--- src/rtl/crc32_pkg.sv ---
`default_nettype none
// +----------------------------------------------------------------------+
// | crc32_pkg: CRC-32 constants, FSM state and mode encodings            |
// | Rev 1.0                                                              |
// +----------------------------------------------------------------------+
package crc32_pkg;

  localparam logic [31:0] CRC32_POLY_REFL = 32'hEDB88320;
  localparam logic [31:0] CRC32_INIT      = 32'hFFFFFFFF;
  localparam logic [31:0] CRC32_XOROUT    = 32'hFFFFFFFF;
  localparam logic [31:0] CRC32_RESIDUE   = 32'hDEBB20E3;

  localparam logic MODE_GEN   = 1'b0;
  localparam logic MODE_CHECK = 1'b1;

  typedef enum logic [1:0] {
    ST_IDLE = 2'd0,
    ST_DATA = 2'd1,
    ST_FCS  = 2'd2,
    ST_DONE = 2'd3
  } state_t;

endpackage
`default_nettype wire

--- src/rtl/crc32_step.sv ---
`default_nettype none
// +----------------------------------------------------------------------+
// | crc32_step: DATA_W serial right-shift LFSR iterations, bit 0 first   |
// | Rev 1.0                                                              |
// +----------------------------------------------------------------------+
module crc32_step #(
  parameter int unsigned DATA_W = 2,
  parameter logic [31:0] POLY   = 32'hEDB88320
) (
  input  logic [31:0]       i_lfsr,
  input  logic [DATA_W-1:0] i_data,
  output logic [31:0]       o_lfsr
);

  for (genvar i = 0; i < DATA_W; i++) begin : g_bit
    logic [31:0] prev_w;
    logic [31:0] nxt_w;
    if (i == 0) begin : g_first
      assign prev_w = i_lfsr;
    end else begin : g_chain
      assign prev_w = g_bit[i-1].nxt_w;
    end
    assign nxt_w = {1'b0, prev_w[31:1]} ^ ((prev_w[0] ^ i_data[i]) ? POLY : 32'h0);
  end

  assign o_lfsr = g_bit[DATA_W-1].nxt_w;

endmodule
`default_nettype wire

--- src/rtl/crc32_stream_engine.sv ---
`default_nettype none
// +----------------------------------------------------------------------+
// | crc32_stream_engine: streaming CRC-32 FCS generator / checker        |
// | Rev 1.0                                                              |
// +----------------------------------------------------------------------+
module crc32_stream_engine
  import crc32_pkg::*;
#(
  parameter int unsigned DATA_W  = 2,
  parameter logic [31:0] POLY    = CRC32_POLY_REFL,
  parameter logic [31:0] INIT    = CRC32_INIT,
  parameter logic [31:0] XOROUT  = CRC32_XOROUT,
  parameter logic [31:0] RESIDUE = CRC32_RESIDUE
) (
  input  logic              clk,
  input  logic              rst,
  input  logic              mode,
  input  logic              s_valid,
  output logic              s_ready,
  input  logic [DATA_W-1:0] s_data,
  input  logic              s_last,
  output logic              m_valid,
  input  logic              m_ready,
  output logic [DATA_W-1:0] m_data,
  output logic              m_last,
  output logic              done,
  output logic              crc_ok,
  output logic [31:0]       crc_value
);

  localparam int unsigned       N_CHUNK   = 32 / DATA_W;
  localparam int unsigned       CNT_W     = $clog2(N_CHUNK) + 1;
  localparam logic [CNT_W-1:0]  C_N_CHUNK = CNT_W'(N_CHUNK);

  state_t            state_q, state_d;
  logic [31:0]       lfsr_q, lfsr_d;
  logic [31:0]       fcs_q, fcs_d;
  logic [31:0]       crc_value_q, crc_value_d;
  logic [CNT_W-1:0]  cnt_q, cnt_d;
  logic              mode_q, mode_d;
  logic              started_q, started_d;
  logic              m_valid_q, m_valid_d;
  logic [DATA_W-1:0] m_data_q, m_data_d;
  logic              m_last_q, m_last_d;
  logic              crc_ok_q, crc_ok_d;

  logic [31:0]       step_w;
  logic [31:0]       fcs_shift_w;
  logic              accept_w;
  logic              cur_mode_w;

  crc32_step #(
    .DATA_W (DATA_W),
    .POLY   (POLY)
  ) u_step (
    .i_lfsr (lfsr_q),
    .i_data (s_data),
    .o_lfsr (step_w)
  );

  // Mode is frozen by the first accepted beat; later changes are ignored.
  assign cur_mode_w  = started_q ? mode_q : mode;
  assign accept_w    = s_valid && s_ready;
  assign fcs_shift_w = fcs_q >> (32'(cnt_q) * DATA_W);

  always_ff @(posedge clk or posedge rst) begin
    if (rst) state_q <= ST_IDLE;
    else     state_q <= state_d;
  end

  always_comb begin
    state_d = state_q;
    case (state_q)
      ST_IDLE, ST_DATA: begin
        if (accept_w && s_last) state_d = (cur_mode_w == MODE_GEN) ? ST_FCS : ST_DONE;
        else                    state_d = ST_DATA;
      end
      ST_FCS:  if (m_valid_q && m_ready && m_last_q) state_d = ST_DONE;
      ST_DONE: state_d = ST_IDLE;
      default: state_d = ST_IDLE;
    endcase
  end

  always_comb begin
    s_ready   = !rst && ((state_q == ST_IDLE) || (state_q == ST_DATA)) && (!m_valid_q || m_ready);
    done      = (state_q == ST_DONE);
    m_valid   = m_valid_q;
    m_data    = m_data_q;
    m_last    = m_last_q;
    crc_ok    = crc_ok_q;
    crc_value = crc_value_q;
  end

  always_comb begin
    lfsr_d      = lfsr_q;
    fcs_d       = fcs_q;
    crc_value_d = crc_value_q;
    cnt_d       = cnt_q;
    mode_d      = mode_q;
    started_d   = started_q;
    m_valid_d   = m_valid_q;
    m_data_d    = m_data_q;
    m_last_d    = m_last_q;
    crc_ok_d    = crc_ok_q;

    if (state_q == ST_DONE) begin
      lfsr_d    = INIT;
      started_d = 1'b0;
      cnt_d     = '0;
    end

    if (m_valid_q && m_ready) begin
      m_valid_d = 1'b0;
      m_last_d  = 1'b0;
    end

    if (accept_w) begin
      lfsr_d = step_w;
      if (!started_q) begin
        mode_d    = mode;
        started_d = 1'b1;
      end
      if (cur_mode_w == MODE_GEN) begin
        m_valid_d = 1'b1;
        m_data_d  = s_data;
        m_last_d  = 1'b0;
      end
      if (s_last) begin
        if (cur_mode_w == MODE_GEN) begin
          fcs_d = step_w ^ XOROUT;
          cnt_d = '0;
        end else begin
          crc_ok_d    = (step_w == RESIDUE);
          crc_value_d = step_w ^ XOROUT;
        end
      end
    end

    // FCS chunks refill the output register whenever it is free or draining.
    if ((state_q == ST_FCS) && (!m_valid_q || m_ready) && (cnt_q < C_N_CHUNK)) begin
      m_valid_d = 1'b1;
      m_data_d  = fcs_shift_w[DATA_W-1:0];
      m_last_d  = (cnt_q == C_N_CHUNK - 1'b1);
      cnt_d     = cnt_q + 1'b1;
    end

    if ((state_q == ST_FCS) && (state_d == ST_DONE)) begin
      crc_value_d = fcs_q;
      crc_ok_d    = 1'b0;
    end
  end

  always_ff @(posedge clk or posedge rst) begin
    if (rst) begin
      lfsr_q      <= INIT;
      fcs_q       <= '0;
      crc_value_q <= '0;
      cnt_q       <= '0;
      mode_q      <= MODE_GEN;
      started_q   <= 1'b0;
      m_valid_q   <= 1'b0;
      m_data_q    <= '0;
      m_last_q    <= 1'b0;
      crc_ok_q    <= 1'b0;
    end else begin
      lfsr_q      <= lfsr_d;
      fcs_q       <= fcs_d;
      crc_value_q <= crc_value_d;
      cnt_q       <= cnt_d;
      mode_q      <= mode_d;
      started_q   <= started_d;
      m_valid_q   <= m_valid_d;
      m_data_q    <= m_data_d;
      m_last_q    <= m_last_d;
      crc_ok_q    <= crc_ok_d;
    end
  end

endmodule
`default_nettype wire

--- config.mk ---
export PLATFORM = sky130hd
export DESIGN_NAME = crc32_stream_engine
export DESIGN_NICKNAME = d
export VERILOG_FILES = /design/src/rtl/crc32_pkg.sv /design/src/rtl/crc32_step.sv /design/src/rtl/crc32_stream_engine.sv
export SDC_FILE = /design/constraint.sdc
export NUM_CORES = 1
export LEC_CHECK = 0
export ABC_AREA = 1
export BUFFER_PORTS_ARGS = -buffer_cell sky130_fd_sc_hd__buf_4
export CAP_MARGIN = 40
export CORE_MARGIN = 4
export CORE_UTILIZATION = 50
export DETAILED_ROUTE_END_ITERATION = 10
export GPL_TIMING_DRIVEN = 0
export PLACE_DENSITY_LB_ADDON = 0.1
export SYNTH_ARGS = -nofsm -noshare
export SYNTH_HDL_FRONTEND = slang
export SYNTH_HIERARCHICAL = 1
export SYNTH_SLANG_ARGS = --single-unit
--- constraint.sdc ---
create_clock -name clk -period 12.52 [get_ports clk]
set_input_delay 3.756 -clock clk [delete_from_list [all_inputs] [get_ports clk]]
set_output_delay 3.756 -clock clk [all_outputs]
set_load 0.05 [all_outputs]
=== Yosys cells after proc, flatten, opt, wreduce, memory -nomap -nowiden ===
Cells that the tools add are included.
Widths: inputs -> output; s select.

* Bits in registers: 110
* Input bits: 8
* Output and inout port bits: 39
* Word-level logic and storage cells: 86

* Add/subtract/negate cells: 1
* Magnitude comparators: 1
* Equal/unequal tests: 7
* Shifts and indexed selects: 1
* Mux-type cells: 36
* Bitwise logic cells: 6
* Reductions and logical operators: 23

{| class="wikitable"
|+ Operators by type and width
! operator !! count
|-
| $mux 32 || 8
|-
| $xor 31x32->32 || 2
|-
| $eq 32x32->1 const B || 1
|-
| $not 32->32 || 1
|-
| $shr 32x6->2 || 1
|-
| $mux 5 || 5
|-
| $mux 1 || 17
|-
| $mux 2 || 5
|-
| $reduce_bool 2->1 || 5
|-
| $logic_and 1x1->1 || 9
|-
| $eq 2x2->1 const B || 3
|-
| $pmux 2 s3 || 1
|-
| $reduce_and 3->1 || 2
|-
| $add 5x1->5 const B || 1
|-
| $eq 5x4->1 const B || 1
|-
| $lt 5x5->1 const B || 1
|-
| $eq 2x1->1 const B || 1
|-
| $logic_not 1->1 || 2
|-
| $logic_not 2->1 || 1
|-
| $logic_or 1x1->1 || 2
|-
| $ne 2x1->1 const B || 1
|-
| $reduce_and 2->1 || 1
|-
| $reduce_or 2->1 || 1
|-
| $xor 1x1->1 || 2
|-
| $not 1->1 || 1
|}

=== Logic depth before layout (Yosys ltp) ===
* Depth after elaboration: 12
* Mapped depth: 12
* Mapped depth without buffers: 12

=== Modules after synthesis ===
Netlist, hierarchy kept.

{| class="wikitable"
|+ By module, submodules not included
! module !! times used !! cells each !! area each (µm²) !! sequential area each (µm²)
|-
| crc32_stream_engine || 1 || 565 || 5,033.6 || 2,792.7
|-
| crc32_step || 1 || 77 || 445.4 || 0.0
|}

=== Worst setup path before layout ===
Ideal clock, no wire load.

* Path type: in2out
* Start point: input m_ready
* End point: output s_ready
* Arrival time: 4.973 ns
* Required time: 8.764 ns
* Path slack: 3.791 ns
* Stages on the path: 4
* Buffers on the path: 0
* Cells stage by stage: inv_2 > nand2_2 > inv_1 > nor3_1

* Word-level cells in the longest chain between the ends: 2

{| class="wikitable"
|+ Ends and longest elaborated chain
! what !! RTL line !! source
|-
| start: declaration || crc32_stream_engine.sv:23 || <nowiki>input logic m_ready,</nowiki>
|-
| $logic_or 1x1->1 || crc32_stream_engine.sv:85 || <nowiki>s_ready = !rst && ((state_q == ST_IDLE) || (state_q == ST_DATA)) && (!m_valid_q || m_ready);</nowiki>
|-
| $logic_and 1x1->1 || crc32_stream_engine.sv:85 ||
|-
| end: declaration || crc32_stream_engine.sv:19 || <nowiki>output logic s_ready,</nowiki>
|}

Every way passes these cells.

=== Worst setup path in the final report ===
Ends and elaborated chain as after synthesis.

==> results.yml <==
run_status:
  run_status: "complete, no violations"
logic_synthesis:
  prevailing_post_synth_register_cell: "sky130_fd_sc_hd__dfrtp_1"
  net_count_after_synthesis: 652
  synth-edff-count: 0
  async_flop_share: 1.000
  synth_cell_type_count: 30
  syn_avg_cell_area_um2: 8.534
  synth_seq_cells: 110
  ys_warn_count: 6
  mapped_area_mm2: 0.005479
  synth_sequential_area_ratio: 0.5097
  synthCells: 642
layout:
  postLayoutCellArea_mm2: 0.006193
  layout.nets: 710
  layout-drive-gt1-share: 0.2170
  fillerInstances: 936
  syn_to_final_growth_pct: 13.04
  antenna_cells_inserted: 0
  multi_input_area_mm2: 0.002191
  seqCellArea_mm2: 0.002793
critical_path:
  critical_path_class: "in2out"
  cp_max_fo: 3
  ff2ff_path_depth: 10
  worst_setup_path_end_kind: "primary output"
  critical_path.reg2reg.endpoint: "crc_ok"
  worst-endpoint-required_ps: 8760
  r2r_slack_ps: 10260
  crit_path_start_kind: "input port"
  cp_data_arrival_time_ps: 4400
  worstReg2RegStart: "lfsr_q[0]"
clock_tree:
  post_cts_buffers: 0
  clk-insertion-delay-late_ps: 380
  cts_buffers: 9
  root_buffer: "sky130_fd_sc_hd__clkbuf_8"
  cts.repair.resized: 0
  htree_depth: 3
  clk_transition_reported_paths_ps: 100
  cts_num_sinks: 110
  cts-hold-fix-buffers: 0
  cts_max_path_buffers: 2
  tritoncts: "done"
global_route:
  initial_antenna_violation_count: 0
  maximum_number_of_pins_on_one_net_before_global_route_repair: 65
  grt_pass1_vias: 4519
  track_usage: 0.2303
  grt_first_pass_wirelength_um: 23320
  grt.overflow.total: 0
flow_run:
  maxCapViolations: 0
sta:
  timing.final.hold_violations: 0
  worst_slew_pin_slew_ps: 614.7
  setup-tns-final_ps: 0
  period_share: 0.6513
  finalMaxSlewViolations: 0
  count_of_final_setup_violators: 0
  post-route-worst-setup-slack_ps: 4366
  slew_headroom: 0.5902
  final_worst_clock_skew_ps: 8.729
  rsz0062_at_grt: "no"
  fmaxAchievable_mhz: 122.6
  finalWorstPathRequiredPeriod_ps: 8154
route:
  routed_via_density: 5.307
  remaining_drc_errors: 0
  detailroute.via_count: 4463
  final_wirelength_um: 13890
  drt_first_pass_iters: 5
  wl_per_cell_um: 16.51
  final_antenna_net_count: 0
  initialDrtViolationCount: 327
placement:
  place.gp.congestion: 0.9678
  post_dp_cell_area_mm2: 0.006025
  placement.io_buffers: 46
  hpwlAfterDp_um: 10120
  dpl_worst_slack_ps: 4370
power_and_ir_drop:
  pwr-share-seq: 0.380
  p_total_uw: 1686
  vdd_drop_max_mv: 0.1171
  power_leakage_uw: 0.002988
  p_sw_uw: 780.3
  internal_power_uw: 905.8
  power_switching_share: 0.4628
  clkPwrFrac: 0.118
  comb_power_share: 0.503
  power_density_mw_per_mm2: 272.2
floorplanning:
  rows: 37
  floorplan.core_area_mm2: 0.01051
  die_w_um: 112.7
  pin_count: 47
  floorplan.die_area_mm2: 0.01270
  die_h_um: 112.7
  initial_utilization: 0.5214
worst_hold_path:
  min_delay_path_depth: 2
  min-delay-start: "m_data[0]"
  worst_hold_path.endpoint: "m_data[0]"
  min_path_type: "reg2reg"
==> state kept, by name (all words and copies together), names as in the netlist <==
name,cells
fcs_q,32
cnt_q,5
m_valid,1
crc_ok,1
mode_q,1
m_last,1
crc_value,32
m_data,2
lfsr_q,32
state_q,2
started_q,1
==> how the worst max path moves through the flow <==
stage,start,endpoint,cells after the start
after floorplan,m_ready,s_ready,4
after global placement,m_ready,s_ready,6
after detailed placement,m_ready,s_ready,6
after CTS,m_ready,s_ready,6
after global routing,m_ready,s_ready,6
final,m_ready,s_ready,6
==> layer usage <==
metal  GRT usage  up-vias  part of all wire
li1            -     2200                 -
met1      0.3398     2118              0.48
met2      0.3472      127              0.45
met3     0.04259       18             0.058
met4     0.06731        0             0.016
met5           0        -                 0
==> through the flow <==
stage	utilization	hold WS (ps)	std cells
2_1_floorplan	-	469.5	642
3_3_place_gp	0.5704	471.9	824
3_5_place_dp	0.5733	466.6	825
4_1_cts	0.5894	502.8	841
5_1_grt	0.5894	527.8	841
6_report	0.5894	496.4	841
==> synth_stat cells, types with 2 or more instances <==
cell | n | area [µm²]
sky130_fd_sc_hd__buf_2 | 6 | 30.03
sky130_fd_sc_hd__nand2_1 | 154 | 578.1
sky130_fd_sc_hd__nor3_1 | 7 | 35.03
sky130_fd_sc_hd__nor2_1 | 66 | 247.7
sky130_fd_sc_hd__o22a_1 | 21 | 183.9
sky130_fd_sc_hd__inv_1 | 50 | 187.7
sky130_fd_sc_hd__nand2_2 | 3 | 18.77
sky130_fd_sc_hd__o21ai_0 | 40 | 200.2
sky130_fd_sc_hd__dfrtp_1 | 78 | 1952
sky130_fd_sc_hd__o21ai_1 | 31 | 155.2
sky130_fd_sc_hd__dfstp_2 | 32 | 840.8
sky130_fd_sc_hd__buf_4 | 15 | 112.6
sky130_fd_sc_hd__buf_6 | 10 | 112.6
sky130_fd_sc_hd__ha_1 | 2 | 25.02
sky130_fd_sc_hd__nand3_2 | 2 | 20.02
sky130_fd_sc_hd__xnor2_1 | 13 | 113.9
sky130_fd_sc_hd__a21oi_1 | 27 | 135.1
sky130_fd_sc_hd__inv_2 | 2 | 7.510
sky130_fd_sc_hd__nand3_1 | 39 | 195.2
sky130_fd_sc_hd__xor2_1 | 3 | 26.28
sky130_fd_sc_hd__nand4_1 | 5 | 31.28
sky130_fd_sc_hd__clkbuf_1 | 12 | 45.04
sky130_fd_sc_hd__a21oi_2 | 17 | 148.9
==> cell type report <==
class                           count  area share
Buffer                             43     0.04848
Clock buffer                       13     0.02404
Clock inverter                      3    0.003232
Inverter                           52     0.03192
Multi-Input combinational cell    437      0.3537
Sequential cell                   110      0.4509
Tap cell                          136     0.02747
Timing Repair Buffer               47     0.06020
==> critical path, stage by stage <==
cell and delay, ps:
sky130_fd_sc_hd__buf_4 100, sky130_fd_sc_hd__inv_2 30, sky130_fd_sc_hd__nand2_2 60, sky130_fd_sc_hd__inv_1 80, sky130_fd_sc_hd__nor3_1 140, sky130_fd_sc_hd__buf_4 220
==> power by group through the flow <==
stage               Clock (µW)  Combinational [µW]  Sequential [µW]
finish                     199                 848              640
global route               216                 928              664
CTS                        201                 847              640
detailed placement           0                 844              647
global placement             0                 832              640
floorplan                    0                 429              823
==> logic make-up (layout without fill, tap and decap cells) <==
family,after synthesis,count (layout),share of synthesized area
compound gates,138,138,0.1528
xor+xnor,17,17,0.02855
fa+ha+maj,2,2,0.004567
buf+inv,95,158,0.09043
flops,110,110,0.5097
simple gates,280,280,0.2140
==> cells in the final DEF, fill, tap and decap left out, types with 5 or more instances in the layout <==
cell                       count
sky130_fd_sc_hd__nand2_1     154
sky130_fd_sc_hd__dfrtp_1      78
sky130_fd_sc_hd__nor2_1       66
sky130_fd_sc_hd__buf_4        61
sky130_fd_sc_hd__inv_1        49
sky130_fd_sc_hd__o21ai_0      40
sky130_fd_sc_hd__nand3_1      39
sky130_fd_sc_hd__dfstp_2      32
sky130_fd_sc_hd__o21ai_1      31
sky130_fd_sc_hd__a21oi_1      27
sky130_fd_sc_hd__o22a_1       21
sky130_fd_sc_hd__a21oi_2      17
sky130_fd_sc_hd__clkbuf_1     15
sky130_fd_sc_hd__xnor2_1      13
sky130_fd_sc_hd__buf_6        10
sky130_fd_sc_hd__clkbuf_8     10
sky130_fd_sc_hd__nor3_1        7
sky130_fd_sc_hd__buf_2         6
sky130_fd_sc_hd__nand4_1       5
(Power assumes the default switching activity.)
